<file path="src/rtl/moving_sum_pkg.sv">
// Shared types and helpers for the moving_sum streaming sum engine.
package moving_sum_pkg;

  // Run-time operating mode, driven straight from the mode pin.
  typedef enum logic {
    SLIDE = 1'b0,
    BLOCK = 1'b1
  } mode_e;

  // Control FSM states: FILL/RUN serve SLIDE mode, ACC serves BLOCK mode.
  typedef enum logic [1:0] {
    FILL = 2'd0,
    RUN  = 2'd1,
    ACC  = 2'd2
  } state_e;

  // Sum width large enough that depth full-scale samples never wrap.
  function automatic int unsigned sum_width(input int unsigned in_w, input int unsigned depth);
    return in_w + int'($clog2(depth));
  endfunction

endpackage

</file>
<file path="src/rtl/sample_ring.sv">
// DEPTH-entry sample ring buffer.
// Ports:
//   clk        sole clock
//   flush_i    synchronous flush: zeroes every entry and the write pointer
//   wr_en_i    write wr_data_i at the write pointer, then advance it
//   wr_data_i  sample to store
//   oldest_c   combinational read of the entry the next write will replace
module sample_ring #(
  parameter int unsigned IN_W  = 8,
  parameter int unsigned DEPTH = 4
) (
  input  logic            clk,
  input  logic            flush_i,
  input  logic            wr_en_i,
  input  logic [IN_W-1:0] wr_data_i,
  output logic [IN_W-1:0] oldest_c
);

  localparam int unsigned PTR_W = $clog2(DEPTH);

  logic [IN_W-1:0]  mem_q [DEPTH];
  logic [PTR_W-1:0] wr_ptr_q;

  // DEPTH is a power of two, so the pointer wraps DEPTH-1 -> 0 by overflow.
  always_ff @(posedge clk) begin
    if (flush_i) begin
      for (int i = 0; i < int'(DEPTH); i++) begin
        mem_q[i] <= '0;
      end
      wr_ptr_q <= '0;
    end else if (wr_en_i) begin
      mem_q[wr_ptr_q] <= wr_data_i;
      wr_ptr_q        <= wr_ptr_q + PTR_W'(1);
    end
  end

  // Once the ring is full, the slot about to be overwritten holds the oldest sample.
  assign oldest_c = mem_q[wr_ptr_q];

endmodule

</file>
<file path="src/rtl/moving_sum.sv">
// Streaming sum engine: sliding-window sum (SLIDE) or block sum (BLOCK)
// over DEPTH unsigned samples, one-cycle latency, one sample per cycle.
// Ports:
//   clk        sole clock, rising edge
//   reset      synchronous active-high reset, dominates everything
//   clear      synchronous datapath flush (same effect as reset)
//   mode       0 = SLIDE, 1 = BLOCK; a change between cycles acts as clear
//   in_valid   qualifies in_data (no backpressure)
//   in_data    unsigned sample
//   out_valid  one-cycle qualifier for out_data
//   out_data   unsigned sum, held while out_valid is low
module moving_sum
  import moving_sum_pkg::*;
#(
  parameter  int unsigned IN_W  = 8,
  parameter  int unsigned DEPTH = 4,
  localparam int unsigned OUT_W = sum_width(IN_W, DEPTH)
) (
  input  logic             clk,
  input  logic             reset,
  input  logic             clear,
  input  logic             mode,
  input  logic             in_valid,
  input  logic [IN_W-1:0]  in_data,
  output logic             out_valid,
  output logic [OUT_W-1:0] out_data
);

  localparam int unsigned CNT_W = $clog2(DEPTH);

  mode_e            mode_in;
  mode_e            mode_q;
  state_e           state_q, state_d;
  logic [OUT_W-1:0] acc_q, acc_d;
  logic [CNT_W-1:0] cnt_q, cnt_d;
  logic             out_valid_q, out_valid_d;
  logic [OUT_W-1:0] out_data_q, out_data_d;

  logic             clear_c;
  logic             last_c;
  logic             wr_en_c;
  logic [IN_W-1:0]  oldest_c;
  logic [OUT_W-1:0] sum_c;
  state_e           home_c;

  assign mode_in = mode_e'(mode);

  // A mode flip between consecutive cycles flushes the datapath like clear.
  assign clear_c = clear | (mode_in != mode_q);
  assign last_c  = (cnt_q == CNT_W'(DEPTH - 1));
  assign sum_c   = acc_q + OUT_W'(in_data);
  assign home_c  = (mode_in == BLOCK) ? ACC : FILL;

  sample_ring #(
    .IN_W  (IN_W),
    .DEPTH (DEPTH)
  ) u_ring (
    .clk       (clk),
    .flush_i   (reset | clear_c),
    .wr_en_i   (wr_en_c),
    .wr_data_i (in_data),
    .oldest_c  (oldest_c)
  );

  // State, accumulator and output registers.
  always_ff @(posedge clk) begin
    if (reset) begin
      state_q     <= home_c;
      mode_q      <= mode_in;
      acc_q       <= '0;
      cnt_q       <= '0;
      out_valid_q <= 1'b0;
      out_data_q  <= '0;
    end else begin
      state_q     <= state_d;
      mode_q      <= mode_in;
      acc_q       <= acc_d;
      cnt_q       <= cnt_d;
      out_valid_q <= out_valid_d;
      out_data_q  <= out_data_d;
    end
  end

  // Next-state and datapath control.
  always_comb begin
    state_d     = state_q;
    acc_d       = acc_q;
    cnt_d       = cnt_q;
    wr_en_c     = 1'b0;
    out_valid_d = 1'b0;
    out_data_d  = out_data_q;

    if (clear_c) begin
      // Aborts any partial window/block; a sample in this cycle is dropped.
      state_d    = home_c;
      acc_d      = '0;
      cnt_d      = '0;
      out_data_d = '0;
    end else if (in_valid) begin
      unique case (state_q)
        FILL: begin
          wr_en_c = 1'b1;
          acc_d   = sum_c;
          cnt_d   = cnt_q + CNT_W'(1);
          if (last_c) begin
            out_valid_d = 1'b1;
            out_data_d  = sum_c;
            state_d     = RUN;
          end
        end
        RUN: begin
          // The oldest sample is part of acc, so this subtraction cannot underflow.
          wr_en_c     = 1'b1;
          acc_d       = sum_c - OUT_W'(oldest_c);
          out_valid_d = 1'b1;
          out_data_d  = acc_d;
        end
        ACC: begin
          if (last_c) begin
            out_valid_d = 1'b1;
            out_data_d  = sum_c;
            acc_d       = '0;
            cnt_d       = '0;
          end else begin
            acc_d = sum_c;
            cnt_d = cnt_q + CNT_W'(1);
          end
        end
        default: begin
          state_d = home_c;
          acc_d   = '0;
          cnt_d   = '0;
        end
      endcase
    end
  end

  assign out_valid = out_valid_q;
  assign out_data  = out_data_q;

endmodule
</file>
<file path="config.mk">
export PLATFORM = sky130hd
export DESIGN_NAME = moving_sum
export DESIGN_NICKNAME = d
export VERILOG_FILES = /design/src/rtl/moving_sum_pkg.sv /design/src/rtl/sample_ring.sv /design/src/rtl/moving_sum.sv
export SDC_FILE = /design/constraint.sdc
export NUM_CORES = 1
export LEC_CHECK = 0
export ABC_AREA = 1
export BUFFER_PORTS_ARGS = -buffer_cell sky130_fd_sc_hd__buf_2
export CORE_AREA = 5 5 102 104
export CTS_CLUSTER_DIAMETER = 30
export CTS_CLUSTER_SIZE = 12
export DETAILED_ROUTE_END_ITERATION = 16
export DIE_AREA = 0 0 107 109
export PLACE_DENSITY_LB_ADDON = 0.2
export SETUP_SLACK_MARGIN = 0.4
export SLEW_MARGIN = 20
export SYNTH_ARGS = -nofsm -noshare
export SYNTH_HDL_FRONTEND = slang
export SYNTH_SLANG_ARGS = --single-unit
</file>
<file path="constraint.sdc">
create_clock -name clk -period 3.5 [get_ports clk]
set_input_delay 0.7 -clock clk [delete_from_list [all_inputs] [get_ports clk]]
set_output_delay 0.7 -clock clk [all_outputs]
set_load 0.01 [all_outputs]
</file>
# After elaboration in Yosys (flattened, before gate mapping)
# Memories as Yosys holds them, arrays and structs flattened. A register that Yosys moved wholly into a read port is not among the register bits.
# Index checks and enable logic that the tools add are counted.
# totals
reg_bits,28
ramBits,32
input_bits,13
output_inout_bits,11
word_cells,62
memories,1
# op_classes
n_addsub,4
n_eq_ne,7
muxes,27
n_bitwise,4
n_reduce_logical,12
# memory_table
memory,words,word_bits,read_ports,rd_clocked_by_memory_dff,write_ports,line_no,rtl
u_ring.mem_q,4,8,1,1,4,sample_ring.sv:21,logic [IN_W-1:0] mem_q [DEPTH];
# ops
operator,count
10-bit one-hot mux with 3 select lines,1
10-bit two-way mux,2
10-bit one-hot mux with 2 select lines,1
2-bit two-way mux,9
10-bit by 8-bit adder with 10-bit output,1
1-bit two-way mux,10
10-bit by 8-bit subtractor with 10-bit output,1
8-bit two-way mux,1
2-bit OR reduction,4
8-bit OR reduction,1
2-bit one-hot mux with 3 select lines,1
3-bit AND reduction,2
"2-bit by 1-bit adder with 2-bit output, second input constant",2
"2-bit == test, second input constant",2
"4-bit inequality test, second input constant",1
2-bit one-hot mux with 2 select lines,1
"3-bit by 1-bit inequality test with 1-bit output, second input constant",1
3-bit nonzero test,1
3-bit OR reduction,1
"2-bit by 1-bit == test with 1-bit output, second input constant",1
2-bit zero test,1
"2-bit by 1-bit inequality test with 1-bit output, second input constant",1
1-bit NOT,2
1-bit OR,2
4 further kinds,4

# Logic depth before layout (Yosys ltp)
# depth
ltp_word,10
depth_mapped,21
ltp_nobuf,21

# Cells and area by module
# A second synthesis with hierarchy kept.
# unflattened
hier_cells,512
area_unflattened_um2,3831.2
# modules_own_cells
module,n_inst,cells_each,area_each_um2,seq_area_each_um2
moving_sum,1,322,2157.1,540.5
sample_ring,1,190,1674.1,1041.0

# Worst setup path after synthesis
# OpenSTA, ideal clock, no wires.
# synth_path
path_type,input-to-reg
start,in in_data[2]
end,reg acc_q[8]
setup_ns,0.066
arrival_ns,3.050
t_required_ns,3.434
path_slack_ns,0.384
cell_stages,20
path_buffers,0
cell_sequence,ha_1 -> a21o_1 -> nand3_1 -> nand2_1 -> a21oi_1 -> xor2_1 -> inv_1 -> ha_1 -> nand4_1 -> o211ai_1 -> nand3_2 -> nand2_2 -> nand2_2 -> nand2_1 -> nand2_1 -> nand2_1 -> nand2_1 -> nand2_1 -> nand2_1 -> a21oi_2
# synth_between
elab_chain_cells,3
word_cells_on_any_way,4
classes_between,2 x add/sub; 2 x mux
# synth_lines
item,line_no,rtl
from (decl),moving_sum.sv:24,"input logic [IN_W-1:0] in_data,"
10-bit by 8-bit adder with 10-bit output (*),moving_sum.sv:51,assign sum_c = acc_q + OUT_W'(in_data);
10-bit by 8-bit subtractor with 10-bit output or 10-bit two-way mux (tied branches),"moving_sum.sv:114, moving_sum.sv:119",
10-bit one-hot mux with 3 select lines (*),moving_sum.sv:100,unique case (state_q)
to (signal assigned),moving_sum.sv:70,acc_q <= '0;
to (signal assigned),moving_sum.sv:77,acc_q <= acc_d;
to (decl),moving_sum.sv:34,"logic [OUT_W-1:0] acc_q, acc_d;"
# Every way passes the cells marked *; elsewhere a longest branch is shown, timed or not.
# A chain may end at the register's enable or synchronous reset.

# Final worst setup path
# Same ends and word-level chain as after synthesis.

==> run metrics <==
startpoint types input pin; outcome finished, final reports clean; die width 107 um; initial antenna violation count 0; Arrival @ worst endpoint 3.21 ns; number of port buffers 23; # fillers 957; min cycle time layout 2.923 ns; Post-Syn Area per Cell 8.195 sq um; worst slew pin tran 0.5246 ns; worst vdd ir 0.1888 mV; final period utilization 0.8351; Die ar. 11660 sq um; RSZ-0062 raised after global routing no; Tot GR Track Use 0.1665; Die Height 109 um; IO Pins 24; crit end category flop; wire per inst 15.31 um; Data required, critical path 3.79 ns; Vias 3095; post-layout net count 514; Worst Hold Class flop to flop; Stages on worst setup path 20; CP most frequent cell nand2_1; slack of the critical path 0.5772 ns; core area 9459 sq um; n_diodes 0; DR vias/cell 5.176; Crit-path slowest cell or2_2; Post-Route Utilization 0.4533; CTS buffer count 9; reg-to-reg critical path startpoint acc_q[2]; ranking of synthesized cells by area edfxtp_1 28%, dfxtp_1 15%, nand2_1 12%; GRT Residual Overflow 0; area share of the largest cell type after synthesis 0.2819; Post-synth ARST share 0; drt pass-1 iters 4; PwrDens 432.0 nW/um^2; Yosys top cell by area edfxtp_1; Placement Setup Slack 0.09438 ns; Storage cell area 1583 sq um; Worst Path Buf+Inv 2; Critical path origin in_data[2]; vias in the first global route 3062; Synth Register Bits 62; mux share of post-synthesis cell area 0; H-tree depth 3; Initial Util 0.3829; Worst-Skew Late Latency 0.35 ns; Leak Pwr 1.909 nW; peak fanout along the critical path 5; final WL 9.157 mm; EDFF count, synth 34; commonest non-fill, non-tap cell in the layout nand2_1; CP Class input pin to flop; first-pass GRT wire length 14.83 mm; largest family of logic cells by synthesized area simple AND/OR/NAND/NOR gates; Final setup viols 0; routability cong. 0.8500; post-synth net total 477; reg2reg end acc_q[8]; 1st-iter DRT viols 157; Adder-Cell Fraction of Synth Area 0.08014; std cell rows 36; Cells after Synth 442; final setup TNS 0 ns; largest net degree at the start of global routing 20; Pins Over Slew Limit 0; Yosys cell types 42; cts hold-fix bufs 0; CTS tree done; Area Growth Syn to Fin 18.38%; CP peak stage delay 0.28 ns; xor/xnor share of the synthesized area 0.01934; Rel. slew slack 0.6499; max_cap viols 0; CP Capture Point acc_q[8]; Crit path max-delay family simple AND/OR/NAND/NOR gates; Clock Sinks 62; Fin. Hold Viols 0; multi-input logic area 1924 sq um; Seq/Total Area, Yosys 0.4366; top_reg_cell synth edfxtp_1; Root Buffer clkbuf_8; Compound-Gate Fraction of Synth Area 0.1427; Final Skew 0.008570 ns; number of cells on the worst reg-to-reg path 19; CTS max path bufs 2; post-synthesis cell area 3622 sq um; Worst-path clk slew 0.07 ns; yosys warns 0; R2R setup slack 0.65 ns; worst-path cell chain buf_6 -> ha_4 -> a21o_1 -> o21bai_4 -> or2_2 -> nand2_2 -> inv_2 -> ha_4 -> nand4_1 -> o211ai_1 -> nand3_2 -> nand2_2 -> nand2_2 -> nand2_1 -> nand2_1 -> nand2_1 -> nand2_1 -> nand2_1 -> nand2_1 -> a21oi_2; FMAX 342.1 MHz; simple-gate share of the synthesized area 0.2494; most frequent cells in the layout 108 x nand2_1, 51 x nor2_1, 43 x inv_1, 34 x edfxtp_1, 27 x dfxtp_1; share of cells above drive strength 1 0.2128; hpwl dp 6.657 mm; Post-route DRC 0; DRT antenna net count 0
worst register-to-register path, cell delays in order (launching register included):
cell and delay [ns]:
dfxtp_2 0.35, ha_4 0.25, a21o_1 0.21, o21bai_4 0.18, or2_2 0.28, nand2_2 0.11
inv_2 0.05, ha_4 0.28, nand4_1 0.08, o211ai_1 0.26, nand3_2 0.12, nand2_2 0.09
nand2_2 0.05, nand2_1 0.06, nand2_1 0.04, nand2_1 0.07, nand2_1 0.05, nand2_1 0.08
nand2_1 0.06, a21oi_2 0.14
power breakdown:
| group | internal [W] | switching (W) | total [W] |
|---|---|---|---|
| logic | 0.000131 | 0.000207 | 0.000338 |
| registers | 0.000791 | 0.0000110 | 0.000802 |
| clock network | 0.000403 | 0.000309 | 0.000712 |
| total | 0.00132 | 0.000528 | 0.00185 |
registers in the layout (all words and copies together), names as in the netlist, named ones only:
signal and cells:
acc_q 10, cnt_q 2, mode_q 1, out_data 10, out_valid 1, state_q 2, u_ring.mem_q 32, u_ring.wr_ptr_q 2
routing by layer:
layer,GRT usage,wire length (um),vias to the layer above,share of wire
li1,-,-,1554,-
met1,0.2152,4337,1474,0.47
met2,0.2747,4291,56,0.47
met3,0.03493,361,11,0.039
met4,0.06393,166,0,0.018
met5,0,0,-,0
cell families (layout without fill, tap and decap cells):
logic type / Yosys count / in the layout
adders and majority gates: 22 / 22
AOI/OAI and AO/OA: 80 / 80
buffers and inverters: 60 / 102
xor gates and xnor gates: 8 / 8
DFF: 62 / 62
and+or+nand+nor: 210 / 210
how the worst min path moves through the flow:
stage / start / endpoint / slack (ns) / depth (start not counted)
floorplan: cnt_q[0] / cnt_q[0] / 0.44 / 1
CTS: mode / mode_q / 0.46 / 1
detailed placement: out_data[7] / out_data[7] / 0.45 / 2
global placement: out_data[8] / out_data[8] / 0.45 / 2
finish: out_data[7] / out_data[7] / 0.46 / 2
global route: mode / mode_q / 0.46 / 1
metrics by stage:
| step | power, W | hold WS, ns | cells | cell area (sq um) |
|---|---|---|---|---|
| after floorplan | 0.001042 | 0.4418 | 442 | 3638 |
| after global placement | 0.001122 | 0.4528 | 577 | 3899 |
| after detailed placement | 0.001124 | 0.4540 | 577 | 3899 |
| after CTS | 0.001842 | 0.4604 | 593 | 4120 |
| after global routing | 0.001951 | 0.4643 | 598 | 4288 |
| final | 0.001852 | 0.4636 | 598 | 4288 |
cell usage after synthesis (5+ instances only):
master / n
clkbuf_1: 5
a31oi_1: 5
o211ai_1: 6
inv_1: 46
a21oi_1: 28
edfxtp_1: 34
o21ai_0: 13
dfxtp_1: 28
xor2_1: 7
nand2_2: 9
o21bai_1: 5
nor2_1: 52
ha_1: 20
nand2_1: 112
nand3_1: 22
nand3_2: 5
a32o_1: 5
area by class of cell:
type                            instances  area share
Multi-Input combinational cell        320      0.4488
Sequential cell                        62      0.3691
Timing Repair Buffer                   38     0.05457
Inverter                               48     0.04260
Tap cell                              114     0.03327
Clock buffer                            9     0.02889
Clock inverter                          7     0.02276
repair_timing:
item / CTS / global route
resized for setup: 0 / 27
endpoints found under the setup margin: 0 / 7
setup buffers: 0 / 5
Note: power is estimated with default switching activity, not from simulation.
